File: src/rtl/fsm_trace_monitor.sv
// Runtime checker for the 2-bit control FSM: predicts each next state from the sampled
// inputs and flags illegal transitions and over-long dwell in non-idle states.
module fsm_trace_monitor #(
  parameter int unsigned DWELL_MAX = 15,
  parameter int unsigned CNT_W     = 8
) (
  input  logic             clk,
  input  logic             rst_n,
  input  logic             x,
  input  logic             y,
  input  logic             a,
  input  logic             b,
  input  logic             clr,
  output logic             err,
  output logic [1:0]       err_code,
  output logic [1:0]       err_prev,
  output logic [1:0]       err_state,
  output logic [CNT_W-1:0] trans_cnt,
  output logic [CNT_W-1:0] s3_cnt
);

  localparam int unsigned DW = $clog2(DWELL_MAX + 2);
  localparam logic [DW-1:0] DwellTop = DW'(DWELL_MAX + 1);

  localparam logic [1:0] S0 = 2'b00;
  localparam logic [1:0] S1 = 2'b01;
  localparam logic [1:0] S2 = 2'b10;
  localparam logic [1:0] S3 = 2'b11;

  localparam logic [1:0] CodeTrans = 2'b01;
  localparam logic [1:0] CodeDwell = 2'b10;

  // Transition function of the monitored FSM.
  function automatic logic [1:0] next_state(input logic [1:0] s, input logic xi, input logic yi);
    logic [1:0] n;
    case (s)
      S0:      n = xi ? S1 : S0;
      S1:      n = xi ? S0 : (yi ? S3 : S1);
      S2:      n = (~(xi | yi)) ? S3 : S0;
      default: n = S0;
    endcase
    return n;
  endfunction

  logic [1:0]       prev_s_q;
  logic             px_q, py_q, primed_q;
  logic [DW-1:0]    dwell_q, dwell_d;
  logic             err_q;
  logic [1:0]       err_code_q, err_prev_q, err_state_q;
  logic [CNT_W-1:0] trans_cnt_q, s3_cnt_q;

  logic [1:0] cur;
  logic       changed, trans_err, dwell_err;

  always_comb begin
    cur       = {a, b};
    changed   = (cur != prev_s_q);
    trans_err = primed_q && (next_state(prev_s_q, px_q, py_q) != cur);
    if (changed || (cur == S0)) begin
      dwell_d = DW'(1);
    end else if (dwell_q == DwellTop) begin
      dwell_d = DwellTop;
    end else begin
      dwell_d = dwell_q + DW'(1);
    end
    dwell_err = (dwell_d == DwellTop) && (cur != S0);
  end

  always_ff @(posedge clk) begin
    if (!rst_n) begin
      prev_s_q    <= S0;
      px_q        <= 1'b0;
      py_q        <= 1'b0;
      primed_q    <= 1'b0;
      dwell_q     <= DW'(1);
      err_q       <= 1'b0;
      err_code_q  <= 2'b00;
      err_prev_q  <= 2'b00;
      err_state_q <= 2'b00;
      trans_cnt_q <= '0;
      s3_cnt_q    <= '0;
    end else begin
      prev_s_q <= cur;
      px_q     <= x;
      py_q     <= y;
      primed_q <= 1'b1;
      dwell_q  <= dwell_d;

      // Clear beats a simultaneous new error; persistent conditions re-fire next cycle.
      if (clr) begin
        err_q       <= 1'b0;
        err_code_q  <= 2'b00;
        err_prev_q  <= 2'b00;
        err_state_q <= 2'b00;
      end else if (!err_q && (trans_err || dwell_err)) begin
        err_q       <= 1'b1;
        err_code_q  <= trans_err ? CodeTrans : CodeDwell;
        err_prev_q  <= prev_s_q;
        err_state_q <= cur;
      end

      if (primed_q && changed && (trans_cnt_q != '1)) begin
        trans_cnt_q <= trans_cnt_q + 1'b1;
      end
      if (primed_q && (cur == S3) && (prev_s_q != S3) && (s3_cnt_q != '1)) begin
        s3_cnt_q <= s3_cnt_q + 1'b1;
      end
    end
  end

  assign err       = err_q;
  assign err_code  = err_code_q;
  assign err_prev  = err_prev_q;
  assign err_state = err_state_q;
  assign trans_cnt = trans_cnt_q;
  assign s3_cnt    = s3_cnt_q;

endmodule

File: config.mk
export PLATFORM = sky130hd
export DESIGN_NAME = fsm_trace_monitor
export DESIGN_NICKNAME = d
export VERILOG_FILES = /design/src/rtl/fsm_trace_monitor.sv
export SDC_FILE = /design/constraint.sdc
export NUM_CORES = 1
export LEC_CHECK = 0
export ABC_AREA = 1
export CORE_MARGIN = 2
export CORE_UTILIZATION = 45
export CTS_BUF_LIST = sky130_fd_sc_hd__clkbuf_4 sky130_fd_sc_hd__clkbuf_8
export DETAILED_ROUTE_END_ITERATION = 10
export GPL_TIMING_DRIVEN = 0
export PLACE_DENSITY = 0.77
export SLEW_MARGIN = 15
export SYNTH_ARGS = -nofsm -noshare
export SYNTH_HDL_FRONTEND = slang
export SYNTH_SLANG_ARGS = --single-unit
export TNS_END_PERCENT = 5
File: constraint.sdc
create_clock -name clk -period 1.55 [get_ports clk]
set_input_delay 0.31 -clock clk [delete_from_list [all_inputs] [get_ports clk]]
set_output_delay 0.31 -clock clk [all_outputs]
set_load 0.03 [all_outputs]
== Word level (Yosys, flattened, before mapping) ==
Cells that the tools add are included.

* Word-level logic and storage cells: 50
* Register bits after elaboration: 33
* Input bits: 7
* Output and inout bits: 23

* Multiplexer cells: 9
* $add $sub $neg: 3
* Bitwise gates (word level): 2
* Reductions and logical operators: 15
* Equal/unequal tests: 10

{| class="wikitable"
|+ Operators with widths
! operator !! count
|-
| 8-bit by 1-bit adder with 8-bit output, second input constant || 2
|-
| 8-bit inequality test, second input constant || 2
|-
| 5-bit equality test, second input constant || 2
|-
| 5-bit two-way mux || 2
|-
| 1-bit logical AND || 8
|-
| 2-bit two-way mux || 4
|-
| 2-bit one-hot mux with 3 select lines || 1
|-
| 5-bit by 1-bit adder with 5-bit output, second input constant || 1
|-
| 2-bit equality test, second input constant || 2
|-
| 2-bit zero test || 2
|-
| 2-bit inequality test || 2
|-
| 2-bit by 1-bit equality test with 1-bit output, second input constant || 1
|-
| 1-bit logical OR || 2
|-
| 1-bit two-way mux || 2
|-
| 2-bit inequality test, second input constant || 1
|-
| 2-bit nonzero test || 1
|-
| 2-bit OR reduction || 1
|-
| 1-bit zero test || 1
|-
| 1-bit NOT || 1
|-
| 1-bit OR || 1
|}

== Logic depth before layout (Yosys ltp) ==
* Word-level depth: 7
* Depth in mapped cells: 13
* Mapped depth without buffers: 13

== Least setup slack after synthesis ==
Ideal clock, no wire load.

* Kind: reg-to-reg
* Start point: reg trans_cnt_q[0], in the netlist trans_cnt[0]
* End point: reg trans_cnt_q[2], in the netlist trans_cnt[2]
* Stages on the path, launching flop included: 10
* Setup slack: -4 ps
* Arrival: 1440 ps
* Clock period less this slack: 1554 ps
* Path through: dfxtp_1 > ha_1 > nand3_1 > nor3_2 > nor3_4 > inv_4 > nor2_4 > nand2_1 > nand2_1 > nor2_1

* Cells in the longest elaborated chain, start to end: 2
* Elaborated cells between the ends (all ways): 3

{| class="wikitable"
|+ RTL lines
! item !! line !! source
|-
| start, declared || 50 || <nowiki>logic [CNT_W-1:0] trans_cnt_q, s3_cnt_q;</nowiki>
|-
| start signal, assigned || 103 || <nowiki>trans_cnt_q <= trans_cnt_q + 1'b1;</nowiki>
|-
| parallel branches: the longest is 2 deep, another holds 8-bit by 1-bit adder with 8-bit output || - ||
|}

Parallel ways; which one is timed is not known.
A chain may end at the register's enable or synchronous reset.

== Worst setup path in the final report ==
* Start point: in b
* End point: reg err_prev_q[1], in the netlist err_prev[1]

* Cells in the longest elaborated chain, start to end: 7
* Elaborated cells between the ends (all ways): 11

{| class="wikitable"
|+ RTL lines
! item !! line !! source
|-
| start, declared || 12 || <nowiki>input logic b,</nowiki>
|-
| 2-bit inequality test / 2-bit zero test (equally long branches) || 57, 59 ||
|-
| 1-bit logical OR || 59 || <nowiki>if (changed || (cur == S0)) begin</nowiki>
|-
| 5-bit two-way mux || 59 ||
|-
| 5-bit equality test || 66 || <nowiki>dwell_err = (dwell_d == DwellTop) && (cur != S0);</nowiki>
|-
| 1-bit logical AND || 66 ||
|-
| 1-bit logical OR * || 95 || <nowiki>end else if (!err_q && (trans_err || dwell_err)) begin</nowiki>
|-
| 1-bit logical AND * || 95 ||
|-
| end signal, assigned || 98 || <nowiki>err_prev_q <= prev_s_q;</nowiki>
|-
| end, declared || 49 || <nowiki>logic [1:0] err_code_q, err_prev_q, err_state_q;</nowiki>
|}

Mark *: on every way between the ends. The rest lies on a longest branch, timed or not.

==> run summary <==
The flow ran to the end, but the final reports show violations. The total negative slack for setup checks is -0.04596 ns. The wire length of the first global-routing pass came out at 5720 um.

Hold timing on the final database bottoms out at a slack of 0.4311 ns. The post-DP HPWL came out at 2398 um. The largest net degree at the start of global routing came out at 11.

The total I/O pin count came out at 30. The count of nets left with antenna violations after detail routing came out at 0. Yosys attributes the largest share of cell area to dfxtp_1, nand2_1, inv_1, nand3_1, a21oi_1. The post-layout instance count excluding filler cells is between 300 and 400.

The TritonCTS buffer count is 5. The H-tree depth came out at 2. On the worst path, the slowest cell contributes a delay of 0.37 ns. The buffering stage count on the worst path with inverters included came out at 2. The peak clock frequency supported by timing came out at 638.5 MHz. The total of flip-flops plus latches after synthesis is 33.

The final reports fail on negative setup slack. The mean cell area of the mapped netlist is 7.112 sq um. The worst setup path is captured at a flip-flop. Setup repair after global routing could not meet its margin everywhere. The worst hold path passes through 3 cells.

The synthesized netlist net count came out at about 240. The number of warnings printed during yosys synthesis came out at 0. The detailed-route vias per instance came out at 4.969. The launching point of the worst reg2reg path is trans_cnt[4]. The DRC violation count after routing is 0. On the critical path, the stage with the largest delay is an instance of dlygate4sd2_1. Across all setup checks in the final design, the least slack found is -0.01619 ns.

By instance count, the leading cell after synthesis is nand2_1. The post-CTS clock slew at the launch and capture registers of the worst setup and hold paths is 0.10 ns. The capture instance of the worst register-to-register path is trans_cnt[1]. The power per unit of standard cell area is 773.9 nW/um^2.

The detailed router placed 1585 vias in this run. TritonCTS built the clock tree. Of the post-synthesis cell area, the dominant cell type holds approximately two fifths. The final number of max-transition violations is 0.

The leakage power came out at 0.9995 nW. Clock latency on the worst-skew pair, taken at its later pin, is 0.33 ns. In this run the worst hold path is classified as primary input to flip-flop. The slew at the pin closest to its max-slew limit came out at 0.4411 ns. At the placement stage, the worst setup path has a slack of -0.5453 ns. Global routing finished with a remaining overflow of 0. The number of cells traversed by the worst register-to-register path is 8. The number of detailed-route iterations in the first pass is 7. Cells fill 63.04% of the core in the end. Along the worst path, the maximum fanout reaches 6. In the synthesized netlist the async set-or-reset flop fraction comes to 0%.

The total clock sinks is 33. Traced cell by cell, the critical path runs through dlygate4sd2_1, inv_1, nand2_1, nand2_4, nor2_8, nand3_2, nor2_2, nand3_2, nand2_4, nand2_4, nand2_2, a21oi_2. The die area is 4150 sq um. By startpoint and endpoint, the worst setup path is classified as primary input to flip-flop. The number of hold buffers added after CTS was 0. The total power consumption of the routed design is 1.666 mW.

The number of endpoints with negative hold slack in the final report came out at 0. The startpoint type of the worst setup path is a primary input. The net count of the finished layout is 284.

The number of global-route vias before repair came out at ~1300. The most used flip-flop cell after synthesis is dfxtp_1. The number of setup violations in the final report came out at 6.

The number of buffers on the longest clock path came out at 2. The worst clock skew on the final layout is around 0.004 ns. The arrival time of the worst setup path is 1.79 ns. The area growth from synthesis to final layout came out at 31.07%.

The clock root buffer master is clkbuf_4. The floorplan row count is 21. The initial utilization of the core area, before any placement, comes to 48.10%. The sequential cell area fraction in the yosys report came out at 40.21%. In the global route stage, overall resource usage came out at 17.53%. The total of buffers placed on input and output ports came out at 29.

The synthesized design contains 0 enable-type register cells. The violation count after the first detailed-route iteration came out at 65. The area of the mapped netlist is about 1600 sq um. The synthesized netlist contains 28 unique library cells. The shortest clock period the worst path allows after layout came out at 1.566 ns.

The maximum ir drop on the vdd rail is approximately 600 uV. The average detailed-routed wire length per instance is 11.24 um. The final antenna diode count came out at 0. In the final layout, the share of cells above drive strength 1 is 19.41%. The number of antenna violations at the first check in global routing came out at 0. The area of the core came out at 3416 sq um. The vertical die dimension is 64.42 um. Summing all placed instances gives a cell area of 1993 sq um. The biggest area contributor in the post-synthesis netlist is dfxtp_1. The most numerous cell type found on the critical path is nand2_4. The tool flagged a number of max-cap violations equal to 0. The relative max-transition margin came out at 70.59%. Routability-driven placement finished with a final weighted congestion of 0.7919. The kind of cell with the highest combined delay along the critical path is simple AND/OR/NAND/NOR gates. Summed over all layers, the routed wires come to 3584 um.

The gate count of the mapped netlist came out at roughly 230. The startpoint identified for the worst hold timing path is a. The required time reported for the critical path endpoint came out at 1.78 ns. The final standard cell area without fillers is 2153 sq um. Ranked by instance count, the synthesized netlist is headed by nand2_1, inv_1, dfxtp_1, nand3_1, nor2_1.

The share of the clock period used by the worst path after layout came out at 101.0%. The worst setup slack for register-to-register paths came out at -0.01 ns. The number of instances in the placed design came out at 306. The worst hold path terminates at prev_s_q[1]. The die outline width came out at 64.42 um.
==> how the worst max path moves through the flow <==
stage	slack (ns)	end	from	cells after the start
after floorplan	0.01	trans_cnt[2]	trans_cnt[0]	9
after global placement	-0.52	trans_cnt[2]	a	11
after detailed placement	-0.55	trans_cnt[2]	a	11
after CTS	-0.05	trans_cnt[2]	prev_s_q[0]	11
after global routing	-0.12	err_prev[1]	dwell_q[0]	13
final	-0.02	err_prev[1]	b	12
==> cells in the final DEF (no fill, tap or decap), types with 2 or more instances in the layout <==
cell | netlist | routed
clkdlybuf4s50_1 | 0 | 4
buf_6 | 0 | 2
dlygate4sd2_1 | 0 | 24
xor2_1 | 5 | 5
nand2_1 | 56 | 49
inv_2 | 1 | 2
nor3_2 | 1 | 2
nand2_4 | 2 | 4
inv_1 | 34 | 31
o21ai_0 | 9 | 9
ha_1 | 4 | 2
nand3_1 | 20 | 19
buf_4 | 1 | 5
dfxtp_4 | 0 | 2
nand4_1 | 5 | 5
a21oi_2 | 0 | 2
nand3_2 | 2 | 3
clkbuf_4 | 0 | 6
dfxtp_2 | 0 | 5
nor2_2 | 2 | 2
nor2_1 | 20 | 20
inv_4 | 1 | 3
a21oi_1 | 19 | 17
dfxtp_1 | 33 | 26
nor3_1 | 4 | 3
nand2_2 | 3 | 8
==> layer usage <==
metal	part of all wire, %	track usage, %	up-vias
met5	0	0	-
met4	1.3	5.319	0
met3	4.7	5.556	7
met2	48	29.95	34
met1	46	21.05	724
li1	-	-	820
==> power breakdown <==
part	total, mW	switching [mW]	leakage [nW]	internal (mW)
Sequential	0.897	0.0241	0.271	0.873
Combinational	0.261	0.163	0.693	0.0975
Clock	0.508	0.277	0.0348	0.232
==> timing repair <==
action	CTS	global route
gates resized for setup	30	27
endpoints found under the setup margin	41	20
pin swaps	4	12
setup buffers	0	6
==> layout make-up <==
type / instances / area (sq um)
Buffer: 2 / 15.01
Clock buffer: 7 / 58.81
Fill cell: 310 / 1262
Inverter: 36 / 142.6
Multi-Input combinational cell: 160 / 895.9
Sequential cell: 33 / 674.4
Tap cell: 46 / 57.56
Timing Repair Buffer: 35 / 309.0
==> tightest hold or removal path, cell delays in order <==
cell and delay [ns]:
dlygate4sd2_1 0.30, nand2_1 0.08, inv_1 0.03
==> sequential cells by signal (all words and copies together) (netlist names) <==
name,count
dwell_q,5
err,1
err_code,2
err_prev,2
err_state,2
prev_s_q,2
primed_q,1
px_q,1
py_q,1
s3_cnt,8
trans_cnt,8
==> logic make-up (layout without fill, tap and decap cells) <==
kind of cell	count (synthesis)	count (layout)	share of synthesized area [%]
AO/OA/AOI/OAI	30	30	9.215
XOR/XNOR	5	5	2.666
adder cells (fa/ha/maj)	4	4	3.047
buffers and inverters	38	80	9.063
flip-flops	33	33	40.21
AND/OR/NAND/NOR	121	121	35.80
(Power assumes the default switching activity.)
